**config.mk**
```make
export PLATFORM = sky130hd
export DESIGN_NAME = rx_ipv4
export DESIGN_NICKNAME = d
export VERILOG_FILES = /design/src/rtl/rx_ipv4.sv
export SDC_FILE = /design/constraint.sdc
export NUM_CORES = 1
export LEC_CHECK = 0
export ABC_AREA = 0
export CAP_MARGIN = 25
export CORE_MARGIN = 2
export CORE_UTILIZATION = 53
export CTS_CLUSTER_SIZE = 16
export DETAILED_ROUTE_END_ITERATION = 10
export GPL_TIMING_DRIVEN = 0
export HOLD_SLACK_MARGIN = 0.02
export PLACE_DENSITY = 0.89
export RECOVER_POWER = 25
export SLEW_MARGIN = 20
export SYNTH_ARGS = -nofsm -noshare
export SYNTH_HDL_FRONTEND = slang
export SYNTH_SLANG_ARGS = --single-unit
```
**constraint.sdc**
```tcl
create_clock -name RX_CLK -period 5.5 [get_ports RX_CLK]
set_input_delay 1.1 -clock RX_CLK [delete_from_list [all_inputs] [get_ports RX_CLK]]
set_output_delay 1.1 -clock RX_CLK [all_outputs]
set_load 0.02 [all_outputs]
```
**src/rtl/rx_ipv4.sv**
```systemverilog
// IPv4 receive stage: validates the header, filters on destination and protocol,
// strips the header and options, and forwards exactly the payload bytes.
module rx_ipv4 #(
  parameter int unsigned    OCT   = 8,
  parameter logic [OCT-1:0] PROTO = OCT'(8'h11)
) (
  input  logic               RX_CLK,
  input  logic               rst,
  input  logic [OCT*4-1:0]   ip_addr,
  input  logic               rx_data_v,
  input  logic [OCT-1:0]     rx_data,
  output logic               rx_ipv4_data_v,
  output logic [OCT-1:0]     rx_ipv4_data,
  output logic [OCT*4-1:0]   rx_src_ip,
  output logic [OCT*2-1:0]   rx_ipv4_len,
  output logic               rx_ipv4_irq
);

  localparam int unsigned WW = 2 * OCT;
  localparam int unsigned AW = 4 * OCT;
  localparam int unsigned CW = WW;

  typedef enum logic [1:0] {HDR, PAYLOAD, DROP} state_t;

  state_t        state;
  logic [CW-1:0] cnt;
  logic [WW-1:0] acc;
  logic [OCT-1:0] hi;
  logic [3:0]    ver;
  logic [3:0]    ihl;
  logic [WW-1:0] tot_len;
  logic          mf;
  logic [12:0]   frag_off;
  logic [OCT-1:0] proto;
  logic [AW-1:0] src;
  logic [AW-1:0] dst;
  logic          idle_seen;
  logic          irq_pend;

  logic [CW-1:0] hdr_len;
  logic          hdr_last;
  logic [WW:0]   sum17;
  logic [WW-1:0] acc_nxt;
  logic [AW-1:0] dst_c;
  logic [WW-1:0] pay_len;
  logic          accept;

  // Header decode; the final header byte is folded in combinationally
  always_comb begin
    hdr_len  = CW'({ihl, 2'b00});
    hdr_last = (cnt != '0) && (cnt == hdr_len - CW'(1));
    sum17    = {1'b0, acc} + {1'b0, hi, rx_data};
    acc_nxt  = sum17[WW-1:0] + WW'(sum17[WW]);
    dst_c    = (ihl == 4'd5) ? {dst[AW-OCT-1:0], rx_data} : dst;
    pay_len  = tot_len - hdr_len;
    accept   = (ver == 4'd4) && (ihl >= 4'd5)
             && (acc_nxt == {WW{1'b1}})
             && (proto == PROTO)
             && !mf && (frag_off == 13'd0)
             && (tot_len >= hdr_len)
             && ((dst_c == ip_addr) || (dst_c == {AW{1'b1}}));
  end

  always_ff @(posedge RX_CLK) begin
    if (rst) begin
      state          <= HDR;
      cnt            <= '0;
      acc            <= '0;
      hi             <= '0;
      ver            <= '0;
      ihl            <= '0;
      tot_len        <= '0;
      mf             <= 1'b0;
      frag_off       <= '0;
      proto          <= '0;
      src            <= '0;
      dst            <= '0;
      idle_seen      <= 1'b0;
      irq_pend       <= 1'b0;
      rx_ipv4_data_v <= 1'b0;
      rx_ipv4_data   <= '0;
      rx_src_ip      <= '0;
      rx_ipv4_len    <= '0;
      rx_ipv4_irq    <= 1'b0;
    end else begin
      rx_ipv4_data_v <= 1'b0;
      rx_ipv4_irq    <= irq_pend;
      irq_pend       <= 1'b0;

      if (!rx_data_v) begin
        state     <= HDR;
        cnt       <= '0;
        acc       <= '0;
        idle_seen <= 1'b1;
      end else if (idle_seen) begin
        // A frame interrupted by reset is ignored until the line goes idle
        case (state)
          HDR: begin
            cnt <= cnt + CW'(1);
            if (cnt[0]) acc <= acc_nxt;
            else        hi  <= rx_data;

            case (cnt)
              CW'(0): begin
                ver <= rx_data[7:4];
                ihl <= rx_data[3:0];
                if (rx_data[7:4] != 4'd4 || rx_data[3:0] < 4'd5) state <= DROP;
              end
              CW'(2):  tot_len[WW-1:OCT] <= rx_data;
              CW'(3):  tot_len[OCT-1:0]  <= rx_data;
              CW'(6): begin
                mf              <= rx_data[5];
                frag_off[12:8]  <= rx_data[4:0];
              end
              CW'(7):  frag_off[7:0] <= rx_data;
              CW'(9):  proto <= rx_data;
              CW'(12), CW'(13), CW'(14), CW'(15): src <= {src[AW-OCT-1:0], rx_data};
              CW'(16), CW'(17), CW'(18), CW'(19): dst <= {dst[AW-OCT-1:0], rx_data};
              default: ;
            endcase

            if (hdr_last) begin
              cnt <= '0;
              if (accept) begin
                rx_src_ip   <= src;
                rx_ipv4_len <= pay_len;
                if (pay_len == '0) begin
                  rx_ipv4_irq <= 1'b1;
                  state       <= DROP;
                end else begin
                  state <= PAYLOAD;
                end
              end else begin
                state <= DROP;
              end
            end
          end

          PAYLOAD: begin
            rx_ipv4_data   <= rx_data;
            rx_ipv4_data_v <= 1'b1;
            cnt            <= cnt + CW'(1);
            // Trailing Ethernet pad falls into DROP and is never forwarded
            if (cnt == rx_ipv4_len - CW'(1)) begin
              state    <= DROP;
              irq_pend <= 1'b1;
            end
          end

          DROP: ;

          default: state <= DROP;
        endcase
      end
    end
  end

endmodule

```
==> reports/metrics.csv <==
stage,metric,value,unit
cells_and_area,layout cells sized above 1,0.06993,
placement,IO buf count,99,
setup_path,r2r worst-path depth,24,
floorplanning,Rows,53,
synthesis,Netlist Area Pre-Place,11440,µm²
floorplanning,die width,150.9,µm
pwr,PD cells,244.1,nW/µm²
clocking,CTS tree,yes,
sta,Final Hold Vio Count,0,
synthesis,Yosys cell types,75,
route,WL final,35380,µm
sta,Final Setup Violations,0,
setup_path,crit path kind,input port to flop,
sta,Final period util,0.9854,
floorplanning,I/O Pins,101,
sta,minimum clock period,5.420,ns
clocking,H-tree Lvls,1,
route,initial DRC count,1194,
sta,Max Clock Skew,0.008748,ns
cells_and_area,Final Core Density,0.6640,
route,1st-pass router iterations,5,
pwr,VDD IR-drop max,226.2,µV
worst_hold_path,Worst Hold Depth,2,
grt,largest net degree at the start of global routing,16,
route,total number of vias,11580,
cells_and_area,Filler cells,1639,
route,routed len/inst,18.71,µm
job,Max Cap Viol,0,
sta,FMAX,0.1845,GHz
cells_and_area,Area Growth Syn to Fin,22.44,%
route,DRC,0,
grt,antenna violations before repair,0,
clocking,hold_buf cts,0,
setup_path,Worst Path Max Fanout,10,
sta,worst-margin pin slew,0.8024,ns
clocking,CTS Sinks,212,
setup_path,Crit path required time,5.92,ns
pwr,Leak Pwr,5.155,nW
setup_path,startpoint types,input port,
route,Detail Route Antenna Nets,0,
synthesis,Synth Instances,1460,
synthesis,Post-synth EDFFs,0,
clocking,Root Buffer,clkbuf_16,
placement,HPWL Detailed,24410,µm
synthesis,async set-reset flop share out of synthesis,0,
clocking,Max clock buf depth,3,
setup_path,R2R Setup Slk,0.34,ns
cells_and_area,Final #Nets,1675,
synthesis,Syn Area/Cell,7.833,µm²
floorplanning,height of the die,150.9,µm
pwr,overall power,0.003418,W
setup_path,Crit. End Element,flop,
route,Via density,6.123,
placement,Final GP Congestion,0.9535,
sta,unrepaired setup endpoints after global routing,true,
sta,Pins Over Slew Limit,0,
synthesis,Ys Warns,0,
grt,grt ovf,0,
synthesis,register area share after synthesis,0.3711,
clocking,clk_lat worst skew,0.51,ns
cells_and_area,n_diodes,0,
worst_hold_path,Min-Delay Path Class,flop to flop,
synthesis,Post-synth top flop,dfxtp_1,
grt,vias in the first global route,10820,
worst_hold_path,Worst Hold End,rx_src_ip[4],
sta,Setup TNS,0,ns
synthesis,"FF+latch count, synth",212,
grt,first-pass GRT wire length,54490,µm
run_status,status,completed,
setup_path,r2r startpoint,acc[0],
floorplanning,Initial Util,0.5423,
worst_hold_path,hold_sp,rx_src_ip[4],
setup_path,Critical R2R Capture,rx_src_ip[26],
sta,slew margin rel.,0.4651,
setup_path,crit path DAT,5.84,ns
synthesis,Syn Nets,1534,
clocking,CTS clock-pin slew for the worst setup and hold paths,0.06,ns
floorplanning,Die ar.,22770,µm²
floorplanning,core area,21090,µm²
grt,GRT Resource Usage Total,0.2957,
clocking,Num CTS Buffers,21,
==> layout by cell type, fill, tap and decap left out, types with 6 or more instances in the layout <==
| cell | n |
|---|---|
| a31oi_1 | 6 |
| clkinv_2 | 6 |
| or3_1 | 13 |
| dlygate4sd3_1 | 48 |
| ha_4 | 8 |
| dfxtp_1 | 212 |
| inv_1 | 50 |
| o31a_1 | 6 |
| nand2b_1 | 11 |
| nor4b_1 | 7 |
| clkdlybuf4s50_1 | 43 |
| nor3_1 | 24 |
| nor4_1 | 17 |
| nand3_1 | 24 |
| o2111ai_1 | 6 |
| o22ai_1 | 11 |
| a21oi_1 | 141 |
| nor2_1 | 105 |
| nand4_1 | 26 |
| clkbuf_1 | 72 |
| or2_2 | 6 |
| or4_1 | 7 |
| mux2i_1 | 59 |
| clkbuf_16 | 23 |
| buf_12 | 7 |
| buf_4 | 15 |
| xnor2_1 | 53 |
| and3_1 | 12 |
| a211oi_1 | 11 |
| nand2_1 | 322 |
| o21ai_0 | 34 |
| nor2b_1 | 26 |
| xor2_1 | 35 |
| mux2_1 | 11 |
| ha_1 | 21 |
==> area by class of cell <==
class	count	area, µm²	area share
Clock buffer	25	560.5	0.04003
Timing Repair Buffer	118	1197	0.08552
Inverter	52	195.2	0.01394
Buffer	81	400.4	0.02859
Tap cell	275	344.1	0.02457
Multi-Input combinational cell	1115	6863	0.4901
Sequential cell	212	4244	0.3031
Clock inverter	13	197.7	0.01412
==> worst max-delay path, stage by stage <==
cell and delay (ns):
buf_12 0.08, ha_4 0.13, inv_2 0.04, fa_2 0.40, nand2b_4 0.16, a21o_4 0.24, a211oi_4 0.24, nor3_2 0.07
nor2b_1 0.11, o21ai_1 0.07, a21boi_1 0.20, o21ai_1 0.10, nand2b_1 0.16, ha_4 0.19, nor4bb_4 0.18, nand2_1 0.14
nor4_2 0.25, nand4_1 0.17, or4bb_1 0.57, or3_4 0.37, nor3_4 0.16, buf_12 0.16, buf_6 0.14, buf_12 0.14
mux2i_1 0.23
==> metal layers <==
| metal | track usage | up-vias | share of wire | wire (µm) |
|---|---|---|---|---|
| met3 | 0.03946 | 94 | 0.085 | 3009 |
| li1 | - | 5346 | - | - |
| met1 | 0.3822 | 5519 | 0.40 | 14180 |
| met2 | 0.5066 | 620 | 0.49 | 17270 |
| met5 | 0 | - | 0 | 0 |
| met4 | 0.1056 | 0 | 0.026 | 922 |
==> cell families (layout without fill, tap and decap cells) <==
kind of cell | after synthesis | count (layout) | share of synthesized area
simple gates | 642 | 642 | 0.2623
mux | 74 | 74 | 0.06630
fa+ha+maj | 31 | 31 | 0.03523
buf+inv | 133 | 289 | 0.04639
flops | 212 | 212 | 0.3711
compound gates | 280 | 280 | 0.1513
xor+xnor | 88 | 88 | 0.06740
==> flip-flops by register name, indices dropped and copies added, names as in the netlist, 13 cells and up <==
signal / flops
dst: 32
rx_src_ip: 32
src: 32
acc: 16
cnt: 16
rx_ipv4_len: 16
tot_len: 16
frag_off: 13
==> Yosys cell counts, types with 4 or more instances <==
library cell | instances | share of area
nand2_1 | 322 | 0.11
dfxtp_1 | 212 | 0.37
a21oi_1 | 141 | 0.062
nor2_1 | 106 | 0.035
clkbuf_1 | 71 | 0.023
mux2i_1 | 60 | 0.053
xnor2_1 | 53 | 0.041
inv_1 | 52 | 0.017
o21ai_0 | 37 | 0.016
xor2_1 | 35 | 0.027
ha_1 | 29 | 0.032
nand4_1 | 26 | 0.014
nor2b_1 | 26 | 0.014
nor3_1 | 25 | 0.011
nand3_1 | 24 | 0.011
nor4_1 | 19 | 0.010
mux2_1 | 14 | 0.014
or3_1 | 14 | 0.0077
a211oi_1 | 12 | 0.0079
and3_1 | 12 | 0.0066
nand2b_1 | 12 | 0.0066
o22ai_1 | 11 | 0.0060
nor4b_1 | 7 | 0.0054
or4_1 | 7 | 0.0046
a21o_1 | 6 | 0.0039
a31oi_1 | 6 | 0.0033
and2_1 | 6 | 0.0033
o2111ai_1 | 6 | 0.0046
o31a_1 | 6 | 0.0046
or2_2 | 6 | 0.0033
a221oi_1 | 5 | 0.0038
nand3b_1 | 5 | 0.0033
nand4b_1 | 5 | 0.0038
nor3b_1 | 5 | 0.0033
o211ai_1 | 5 | 0.0033
a22oi_1 | 4 | 0.0026
buf_2 | 4 | 0.0018
buf_4 | 4 | 0.0026
o31ai_1 | 4 | 0.0026
==> per-stage QoR <==
| stage | cells | cell area [µm²] | hold slack [ns] | worst slack (ns) |
|---|---|---|---|---|
| floorplan | 1460 | 11440 | 0.4316 | 0.03911 |
| global placement | 1834 | 12780 | 0.4389 | -1.951 |
| detailed placement | 1834 | 12780 | 0.4471 | -2.028 |
| CTS | 1878 | 13750 | 0.4592 | -0.03213 |
| global route | 1891 | 14000 | 0.4742 | -0.08110 |
| finish | 1891 | 14000 | 0.4571 | 0.08039 |
==> power breakdown <==
group / switching, W / internal [W]
logic: 0.000171 / 0.000106
registers: 0.00000724 / 0.00154
clock network: 0.000625 / 0.000966
total: 0.000803 / 0.00261
==> worst max-delay path by stage <==
stage | slack [ns] | endpoint | depth (start not counted) | from
finish | 0.08 | rx_src_ip[26] | 25 | rx_data[0]
floorplan | 0.04 | rx_ipv4_len[10] | 23 | rx_data[1]
global placement | -1.95 | rx_ipv4_len[5] | 23 | rx_data[1]
global route | -0.08 | rx_src_ip[26] | 25 | rx_data[0]
detailed placement | -2.03 | rx_src_ip[30] | 24 | rx_data[1]
CTS | -0.03 | rx_src_ip[11] | 25 | rx_data[1]
==> timing repair <==
item	CTS	global route
pin swaps	11	15
buffers inserted	6	11
resized for setup	54	27
endpoints found under the setup margin	53	51
endpoints found under the hold margin	0	0
gates cloned	0	2
Note: power is estimated with default switching activity, not from simulation.
